<file path="src/rtl/axi4_write_arbiter.sv">
// Round-robin arbiter sharing one AXI4 write path (AW/W/B) between NUM_REQ burst masters.
// Optional WLAST consistency checking is enabled by defining ARB_WLAST_CHECK_EN.
module axi4_write_arbiter #(
  parameter int NUM_REQ = 2,
  parameter int ADDR_W  = 32,
  parameter int DATA_W  = 32
) (
  input  logic                        ACLK,
  input  logic                        ARESET,
  input  logic [NUM_REQ*ADDR_W-1:0]   M_AWADDR,
  input  logic [NUM_REQ*8-1:0]        M_AWLEN,
  input  logic [NUM_REQ-1:0]          M_AWVALID,
  output logic [NUM_REQ-1:0]          M_AWREADY,
  input  logic [NUM_REQ*DATA_W-1:0]   M_WDATA,
  input  logic [NUM_REQ-1:0]          M_WLAST,
  input  logic [NUM_REQ-1:0]          M_WVALID,
  output logic [NUM_REQ-1:0]          M_WREADY,
  output logic [NUM_REQ-1:0]          M_BVALID,
  input  logic [NUM_REQ-1:0]          M_BREADY,
  output logic [ADDR_W-1:0]           S_AWADDR,
  output logic [7:0]                  S_AWLEN,
  output logic                        S_AWVALID,
  input  logic                        S_AWREADY,
  output logic [DATA_W-1:0]           S_WDATA,
  output logic                        S_WLAST,
  output logic                        S_WVALID,
  input  logic                        S_WREADY,
  input  logic                        S_BVALID,
  output logic                        S_BREADY,
  output logic [NUM_REQ-1:0]          GRANT,
  output logic                        BUSY
`ifdef ARB_WLAST_CHECK_EN
  ,
  output logic                        ERR_WLAST
`endif
);

  localparam int IDX_W = $clog2(NUM_REQ);

  typedef enum logic [1:0] {IDLE, ADDR, DATA, RESP} state_t;

  state_t             state_q, state_d;
  logic [NUM_REQ-1:0] grant_q, grant_d;
  logic [IDX_W-1:0]   gidx_q, gidx_d;
  logic [IDX_W-1:0]   last_q, last_d;
  logic [7:0]         beat_q, beat_d;
  logic [7:0]         len_q, len_d;
  logic [IDX_W-1:0]   pick_idx;
  logic               pick_found;
  logic               aw_hs, w_hs, b_hs, wlast_int;

  assign wlast_int = (beat_q == len_q);
  assign aw_hs     = (state_q == ADDR) && S_AWVALID && S_AWREADY;
  assign w_hs      = (state_q == DATA) && S_WVALID && S_WREADY;
  assign b_hs      = (state_q == RESP) && S_BVALID && S_BREADY;
  assign GRANT     = grant_q;
  assign BUSY      = (state_q != IDLE);

  // Scan upward from the requester after the previous owner, wrapping around.
  always_comb begin
    pick_found = 1'b0;
    pick_idx   = '0;
    for (int i = 1; i <= NUM_REQ; i++) begin
      if (!pick_found && M_AWVALID[(int'(last_q) + i) % NUM_REQ]) begin
        pick_found = 1'b1;
        pick_idx   = IDX_W'((int'(last_q) + i) % NUM_REQ);
      end
    end
  end

  always_comb begin
    S_AWADDR  = '0;
    S_AWLEN   = '0;
    S_AWVALID = 1'b0;
    S_WDATA   = '0;
    S_WLAST   = 1'b0;
    S_WVALID  = 1'b0;
    S_BREADY  = 1'b0;
    M_AWREADY = '0;
    M_WREADY  = '0;
    M_BVALID  = '0;
    case (state_q)
      ADDR: begin
        S_AWADDR  = M_AWADDR[gidx_q*ADDR_W +: ADDR_W];
        S_AWLEN   = M_AWLEN[gidx_q*8 +: 8];
        S_AWVALID = M_AWVALID[gidx_q];
        M_AWREADY = grant_q & {NUM_REQ{S_AWREADY}};
      end
      DATA: begin
        S_WDATA  = M_WDATA[gidx_q*DATA_W +: DATA_W];
        S_WLAST  = wlast_int;
        S_WVALID = M_WVALID[gidx_q];
        M_WREADY = grant_q & {NUM_REQ{S_WREADY}};
      end
      RESP: begin
        S_BREADY = M_BREADY[gidx_q];
        M_BVALID = grant_q & {NUM_REQ{S_BVALID}};
      end
      default: ;
    endcase
  end

  always_comb begin
    state_d = state_q;
    grant_d = grant_q;
    gidx_d  = gidx_q;
    last_d  = last_q;
    beat_d  = beat_q;
    len_d   = len_q;
    case (state_q)
      IDLE: begin
        if (pick_found) begin
          grant_d           = '0;
          grant_d[pick_idx] = 1'b1;
          gidx_d            = pick_idx;
          state_d           = ADDR;
        end
      end
      ADDR: begin
        if (aw_hs) begin
          beat_d  = '0;
          len_d   = M_AWLEN[gidx_q*8 +: 8];
          state_d = DATA;
        end
      end
      DATA: begin
        if (w_hs) begin
          beat_d = beat_q + 8'd1;
          if (wlast_int) state_d = RESP;
        end
      end
      RESP: begin
        if (b_hs) begin
          last_d  = gidx_q;
          grant_d = '0;
          state_d = IDLE;
        end
      end
      default: state_d = IDLE;
    endcase
  end

  always_ff @(posedge ACLK or posedge ARESET) begin
    if (ARESET) begin
      state_q <= IDLE;
      grant_q <= '0;
      gidx_q  <= '0;
      last_q  <= IDX_W'(NUM_REQ - 1);
      beat_q  <= '0;
      len_q   <= '0;
    end else begin
      state_q <= state_d;
      grant_q <= grant_d;
      gidx_q  <= gidx_d;
      last_q  <= last_d;
      beat_q  <= beat_d;
      len_q   <= len_d;
    end
  end

`ifdef ARB_WLAST_CHECK_EN
  logic err_q, err_d;

  // Sticky: any accepted beat whose requester WLAST disagrees with the counter.
  always_comb begin
    err_d = err_q;
    if (w_hs && (M_WLAST[gidx_q] != wlast_int)) err_d = 1'b1;
  end

  always_ff @(posedge ACLK or posedge ARESET) begin
    if (ARESET) err_q <= 1'b0;
    else        err_q <= err_d;
  end

  assign ERR_WLAST = err_q;
`else
  logic unused_wlast;
  assign unused_wlast = ^M_WLAST;
`endif

endmodule
</file>
<file path="config.mk">
export PLATFORM = sky130hd
export DESIGN_NAME = axi4_write_arbiter
export DESIGN_NICKNAME = d
export VERILOG_FILES = /design/src/rtl/axi4_write_arbiter.sv
export SDC_FILE = /design/constraint.sdc
export NUM_CORES = 1
export LEC_CHECK = 0
export ABC_AREA = 1
export CAP_MARGIN = 20
export CORE_MARGIN = 8
export CORE_UTILIZATION = 27
export DETAILED_ROUTE_END_ITERATION = 16
export PLACE_DENSITY = 0.84
export SLEW_MARGIN = 15
export SYNTH_ARGS = -nofsm -noshare
export SYNTH_HDL_FRONTEND = slang
export SYNTH_SLANG_ARGS = --single-unit
</file>
<file path="constraint.sdc">
create_clock -name ACLK -period 1.6 [get_ports ACLK]
set_clock_uncertainty 0.15 [all_clocks]
set_input_delay 0.16 -clock ACLK [delete_from_list [all_inputs] [get_ports ACLK]]
set_output_delay 0.16 -clock ACLK [all_outputs]
set_load 0.01 [all_outputs]
</file>
# Yosys cells after proc, flatten, opt, wreduce, memory -nomap -nowiden
# Index checks and enable logic that the tools add are counted.
[op_classes]
n_addsub = 3
order_cmp = 5
eq_ne = 9
n_shift = 3
n_mux = 39
bitwise = 5
reduce_logical = 19
[ops]
columns = ["op", "n"]
rows = [
  ["$shiftx A64 B7 Y32", 2],
  ["$mux W32", 2],
  ["$mux W8", 3],
  ["$mux W1", 21],
  ["$mux W2", 9],
  ["$pmux W8 S2", 1],
  ["$shiftx A16 B5 Y8", 1],
  ["$ne A2 B2 Y1 const B", 5],
  ["$add A8 B1 Y8 const B", 1],
  ["$eq A8 B8 Y1", 1],
  ["$logic_and A1 B1 Y1", 8],
  ["$pmux W2 S4", 1],
  ["$and A2 B2 Y2", 3],
  ["$lt A2 B3 Y1 const B", 2],
  ["$reduce_and A2 Y1", 3],
  ["$reduce_and A3 Y1", 2],
  ["$reduce_bool A2 Y1", 3],
  ["$reduce_and A5 Y1", 1],
  ["$eq A2 B2 Y1 const B", 2],
  ["$lt A1 B2 Y1 const B", 2],
  ["$pmux W2 S2", 1],
  ["$add A1 B1 Y1 const B", 2],
  ["$and A1 B1 Y1 const A", 2],
  ["$eq A2 B1 Y1 const B", 1],
  ["other kinds (4)", 4],
]
[totals]
regBits = 22
in_bits = 157
output_inout_bits = 85
word_cells = 89

# Depth between registers and ports, before layout
# Gate-level depths: netlist of run 1.
[depth]
word_depth = 15
depth_mapped = 10
ltp_nobuf = 10

# Least setup slack after synthesis of run 1
# No wires, ideal clock.
[synth_path]
path_type = "register -> output"
startpoint = "reg state_q[0]"
endpoint = "out M_WREADY[1]"
arrival_time_ns = 1.436
t_required_ns = 1.290
setup_slack_ns = -0.146
path_stages_with_launch = 7
n_path_buf = 2
cell_sequence = "dfrtp_1 inv_1 ha_1 buf_2 inv_1 buf_2 nor3_1"
[synth_via]
elab_chain_len = 2
[synth_lines]
columns = ["item", "line", "rtl"]
rows = [
  ["start, declared", "42", "state_t state_q, state_d;"],
  ["start signal, assigned", "152", "state_q <= state_d;"],
  ["$eq A2 B2 Y1", "82", "case (state_q)"],
  ["$mux W2", "82", ""],
  ["end, declared", "17", "output logic [NUM_REQ-1:0] M_WREADY,"],
]
# No other way between the ends.

# Final worst setup path of run 1
[layout_path]
startpoint = "reg gidx_q"
endpoint = "out S_AWLEN[5]"
[layout_via]
elab_chain_len = 2
[layout_lines]
columns = ["item", "line", "rtl"]
rows = [
  ["start, declared", "44", "logic [IDX_W-1:0] gidx_q, gidx_d;"],
  ["start signal, assigned", "154", "gidx_q <= gidx_d;"],
  ["$shiftx A16 B5 Y8", "85", "S_AWLEN = M_AWLEN[gidx_q*8 +: 8];"],
  ["$mux W8", "82", ""],
  ["end, declared", "21", "output logic [7:0] S_AWLEN,"],
]
# No other way between the ends.

==> results.tsv, run 1 <==
metric	value	unit
diodes	0	
rr_startpoint	state_q[0]	
worst_ep_arrival_time	1.54	ns
cap_violations	0	
wl_met2	7210	microns
dieArea	0.0122	sq mm
cp_slowest_cell	mux2i_1	
worstHoldPathType	in -> async	
io-pin-count	242	
n_fill_cell	716	
cp.depth	4	
fin_ws	-0.247	ns
path_class	reg -> out	
tightest_slew	0.437	ns
fin_tns_setup	-16.05	ns
core	0.00868	sq mm
synth_seq_area_share	0.229	
wl_met3	1120	microns
grt_max_degree	59	
period_needed	1.85	ns
synth_top_cells_by_count	148 x nor2_1, 77 x o21ai_0, 64 x nand2_1	
crit_family	multiplexers	
port-buffer-count	239	
setup.worst_path.start	gidx_q	
synthTopCellsByArea	nor2_1 23%, dfrtp_1 22%, o21ai_0 16%	
synth_edf_count	0	
antenna_left	0	
grt_pass1_wl	20600	microns
grt-ovfl-total	0	
rrSetupSlack	-0.21	ns
synth_most_common_cell	nor2_1	
path_clk_slew	0.09	ns
power_density	1500	mW/mm^2
reg2regPathDepth	10	
top_layer	met4	
p_total	8.22	mW
grt_pass1_vias	4042	
drive_above_1_share	0.307	
synth-seq-cells	22	
rsz0062_at_grt	true	
clock_latency	0.27	ns
critical_path.max_stage_delay	0.44	ns
ir_worst_vdd	0.882	mV
post-route-util	0.632	
cts_inserted_buffers	3	
fmax	0.541	GHz
ys_warn_count	0	
crit_path_end	S_AWLEN[5]	
path_buf_inv	2	
drt_wl_total	14100	microns
num_vias	3968	
critPathLaunchType	flop	
synth_top_area_cell	nor2_1	
yosys.area.top_type_share	0.230	
report.final.slew_viol_count	0	
syn_area	0.00241	sq mm
slew-limit-headroom	0.700	
dp_worst_setup_slack	-0.498	ns
hold_viol_final	0	
synth_cells	421	
dpl.hpwl	10300	microns
htreeDepth	1	
area_growth	127	%
num_rows	34	
synth-main-ff-cell	dfrtp_1	
layout.nets	866	
first_iter_violations	247	
clkSinkCount	22	
cp-end-kind	primary output	
wl_met1	5370	microns
wire_per_inst	17.3	microns
crit_chain	buf_12, mux2i_1, nor2_4, buf_6	
antenna_found_initial	0	
syn_avg_cell_area	5.73	sq um
cts_tree	built	
first_pass_iters	4	
p_leak	2.63	nW
required	1.29	ns
die_w	111	microns
vias_per_cell	4.89	
postSynth.asyncResetShare	1.00	
setup_violations	100	
globalplace.congestion	0.845	
grt_use_total	0.198	
synth_nets	583	
reg2reg_to	beat_q[4]	
drc	0	
period_share	1.15	
cp_max_fo	17	
outcome	finished, violations left	
initial_utilization	0.278	
violations	setup timing	
die_y	111	microns
cts_buffer_depth	2	
cts_root_buffer	clkbuf_8	
synth_cell_type_count	29	
## layout by cell type, fill, tap and decap left out, types with 2 or more instances in the layout
| master | n |
|---|---|
| a21oi_1 | 2 |
| a21oi_2 | 3 |
| buf_12 | 7 |
| buf_2 | 76 |
| buf_4 | 44 |
| buf_6 | 16 |
| buf_8 | 3 |
| clkbuf_16 | 3 |
| clkbuf_8 | 3 |
| clkdlybuf4s50_1 | 155 |
| dfrtp_1 | 20 |
| ha_4 | 4 |
| inv_1 | 16 |
| inv_2 | 4 |
| inv_4 | 2 |
| mux2i_1 | 4 |
| mux2i_2 | 4 |
| nand2_1 | 57 |
| nand2_2 | 11 |
| nand2_4 | 5 |
| nand3_1 | 7 |
| nand3_2 | 2 |
| nand3_4 | 3 |
| nor2_1 | 138 |
| nor2_2 | 4 |
| nor2_4 | 7 |
| nor3_2 | 2 |
| nor3_4 | 2 |
| o21ai_0 | 33 |
| o21ai_1 | 41 |
| o21ai_2 | 3 |
| xnor2_1 | 7 |
## how the worst min path moves through the flow
stage                       from         to  cells after the start
final                     ARESET   len_q[4]                      3
after global routing      ARESET  beat_q[5]                      3
after CTS                 ARESET   len_q[4]                      3
after detailed placement  last_q     last_q                      2
after global placement    last_q     last_q                      2
after floorplan           ARESET   GRANT[0]                      1
## cell families after synthesis
kind of cell	after synthesis	share of synthesized area
compound gates	85	0.184
xor+xnor	9	0.0327
fa+ha+maj	5	0.0259
buf+inv	51	0.0871
flops	22	0.229
mux	8	0.0332
simple gates	241	0.409
## stage by stage
step	instances	instance area, sq um	hold WS [ns]
after CTS	802	5170	0.0903
final	811	5490	0.0924
after global placement	785	5260	0.326
after global routing	811	5490	0.122
after detailed placement	785	5260	0.334
after floorplan	421	2430	-0.00152
## layout make-up
class | count | area (sq um) | share of cell area
tap | 108 | 135 | 0.0246
timing repair buffer | 305 | 2720 | 0.495
clock inverter | 1 | 30.0 | 0.00547
multi-input combinational | 348 | 1910 | 0.348
clock buffer | 3 | 41.3 | 0.00753
inverter | 24 | 104 | 0.0189
sequential | 22 | 553 | 0.101
## tightest hold or removal path: cells and delay by family
| family | cells | cell delay, ns |
|---|---|---|
| buffers and inverters | 3 | 0.75 |
## power breakdown
| part | leakage [nW] | internal [mW] | switching, mW |
|---|---|---|---|
| registers | 0.281 | 0.760 | 0.178 |
| logic | 2.32 | 3.11 | 3.63 |
| clock network | 0.0357 | 0.335 | 0.204 |
| total | 2.63 | 4.20 | 4.02 |
## metal layers
| metal | vias up | global-route usage |
|---|---|---|
| li1 | 1903 | - |
| met1 | 1807 | 0.214 |
| met2 | 227 | 0.365 |
| met3 | 31 | 0.0541 |
| met4 | 0 | 0.0541 |
| met5 | - | 0 |
## state kept, by name, indices dropped and copies added (netlist names)
signal,cells
beat_q,8
len_q,8
GRANT,2
state_q,2
gidx_q,1
last_q,1
## repair_timing
| action | CTS | global route |
|---|---|---|
| endpoints found under the setup margin | 103 | 104 |
| gates resized for setup | 381 | 85 |
| cloned | 0 | 3 |
| pin swaps | 22 | 25 |
| setup buffers | 14 | 7 |
| hold buffers | 0 | 0 |
Power figures use the tool's default switching activity.
==> run 2: changes to the inputs <==
--- a/config.mk
+++ b/config.mk
@@ -7,10 +7,13 @@
 export LEC_CHECK = 0
 export ABC_AREA = 1
 export CAP_MARGIN = 20
+export CORE_ASPECT_RATIO = 2
 export CORE_MARGIN = 8
 export CORE_UTILIZATION = 27
 export DETAILED_ROUTE_END_ITERATION = 16
+export HOLD_SLACK_MARGIN = 0.06
 export PLACE_DENSITY = 0.84
+export RECOVER_POWER = 50
 export SLEW_MARGIN = 15
 export SYNTH_ARGS = -nofsm -noshare
 export SYNTH_HDL_FRONTEND = slang
==> results.tsv, run 2 (synthesis results as in run 1) <==
metric	value	unit	change
setup_violations	101		+1.0%
path_class	reg -> out		
final_area	0.00625	sq mm	+14%
port-buffer-count	239		unchanged
cts_buffer_depth	2		unchanged
crit_chain	buf_12, buf_6, mux2i_1, nor2_2, buf_2		
period_needed	1.98	ns	+0.128 ns
outcome	finished, violations left		
vias_per_cell	5.05		+3.2%
required	1.29	ns	about the same
cp_max_fo	5		-12
num_rows	49		+44%
globalplace.congestion	0.830		-1.8%
cts_tree	built		
p_clk_frac	0.069		+0.003
area_growth	159	%	
cts_root_buffer	clkbuf_16		
n_fill_cell	636		-11%
tightest_slew	0.560	ns	+0.122 ns
worstHoldPathType	in -> async		
drt_wl_total	16600	microns	+18%
htreeDepth	1		unchanged
clock_latency	0.27	ns	about the same
grt_use_total	0.220		+0.0218
antenna_left	0		unchanged
cts_inserted_buffers	3		unchanged
violations	setup timing		
switching_share	0.460		-0.0290
drc	0		unchanged
worst_ep_arrival_time	1.67	ns	+0.13 ns
path_buf_inv	3		+1
grt_max_degree	36		-39%
pwr-share-seq	0.092		-0.022
period_share	1.23		+0.0800
final_common_cell	clkdlybuf4s50_1		
critical_path.max_stage_delay	0.47	ns	+0.03 ns
initial_utilization	0.273		-0.00473
slew-limit-headroom	0.627		-0.0733
fin_tns_setup	-22.37	ns	-6.32 ns
grt-ovfl-total	0		unchanged
core	0.00883	sq mm	+1.7%
grt_pass1_vias	4355		+7.7%
report.final.slew_viol_count	0		unchanged
hold_viol_final	0		unchanged
crit_family	flip-flops		
largestRegisters	beat_q (8), len_q (8)		
wire_per_inst	19.7	microns	+13%
power_density	1680	mW/mm^2	+12%
die_y	150	microns	+35%
first_iter_violations	195		-21%
first_pass_iters	5		+1
dieArea	0.0124	sq mm	+1.5%
clkSinkCount	22		unchanged
fin_ws	-0.375	ns	-0.128 ns
p_int	5.69	mW	+35%
io-pin-count	242		unchanged
die_w	82.9	microns	-25%
cap_violations	0		unchanged
cp_slowest_cell	dfrtp_2		
num_vias	4273		+7.7%
comb_power_share	0.838		+0.018
layout_common_cells	154 x clkdlybuf4s50_1, 125 x nor2_1, 76 x buf_2		
grt_pass1_wl	22100	microns	+7.4%
p_leak	2.96	nW	+12%
rsz0062_at_grt	true		
dpl.hpwl	10700	microns	+3.4%
drive_above_1_share	0.395		+0.0879
placed_area	0.00532	sq mm	+1.2%
diodes	0		unchanged
critPathLaunchType	flop		
ir_worst_vdd	1.08	mV	+22%
fmax	0.506	GHz	-6.5%
layout.nets	907		+4.7%
cp-end-kind	primary output		
antenna_found_initial	0		unchanged
switchingPower	4.84	mW	+21%
path_clk_slew	0.07	ns	-0.02 ns
## run 2: worst paths after layout
kind                             start         end  slack [ns]  cells past startpoint
worst min register to register  last_q      last_q        0.33                      2
worst max register to register  gidx_q   beat_q[0]       -0.29                     10
worst min-delay path            ARESET   beat_q[7]        0.32                      3
max in group asynchronous       ARESET      gidx_q        0.57                      3
worst max-delay path            gidx_q  S_AWLEN[4]       -0.38                      5
min in group ACLK               last_q      last_q        0.33                      2
## run 2: power groups by stage
| stage | logic [mW] | registers, mW | clock network [mW] |
|---|---|---|---|
| finish | 8.83 | 0.971 | 0.731 |
| floorplan | 2.88 | 0.895 | 0 |
| global placement | 6.07 | 0.911 | 0 |
| global route | 9.33 | 0.993 | 0.751 |
| CTS | 7.01 | 0.939 | 0.722 |
| detailed placement | 6.18 | 0.919 | 0 |
## run 2: worst register-to-register path: stages (launching register included)
cell and delay, ns:
dfrtp_2 0.48, inv_4 0.13, buf_8 0.14, nand2_4 0.05, buf_6 0.11, nand2_4 0.07
nand3_4 0.10, nand2_4 0.08, nand2_4 0.08, a21oi_4 0.24, o21ai_0 0.14
## run 2: final cells by class
class                      instances  area [sq um]  area share
timing repair buffer             346          3280       0.525
multi-input combinational        348          2080       0.333
sequential                        22           554      0.0887
tap                              102           128      0.0204
inverter                          24           100      0.0160
clock buffer                       3          75.1      0.0120
clock inverter                     1          30.0     0.00480
## run 2: stage by stage
stage	cells	total power, mW	hold slack, ns	util	setup slack [ns]
3_5_place_dp	792	7.10	0.352	0.603	-0.537
2_1_floorplan	421	3.78	-0.00152	-	-0.0364
5_1_grt	846	11.1	0.366	0.708	-0.423
4_1_cts	821	8.67	0.103	0.634	-0.286
3_3_place_gp	792	6.98	0.324	0.603	-0.487
6_report	846	10.5	0.315	0.708	-0.375
## run 2: timing repair
item                                    CTS  global route
gates resized for setup                 458           101
pin swaps                                34            36
gates cloned                              4            13
setup buffers                            21            18
hold buffers                              0             0
endpoints found under the setup margin  105           104
## run 2: layer usage
metal	GRT usage	wire length (microns)	vias to the layer above
met5	0	0	-
met4	0.0982	689	0
met3	0.102	1790	39
met2	0.377	8270	283
met1	0.220	5880	1960
li1	-	-	1991
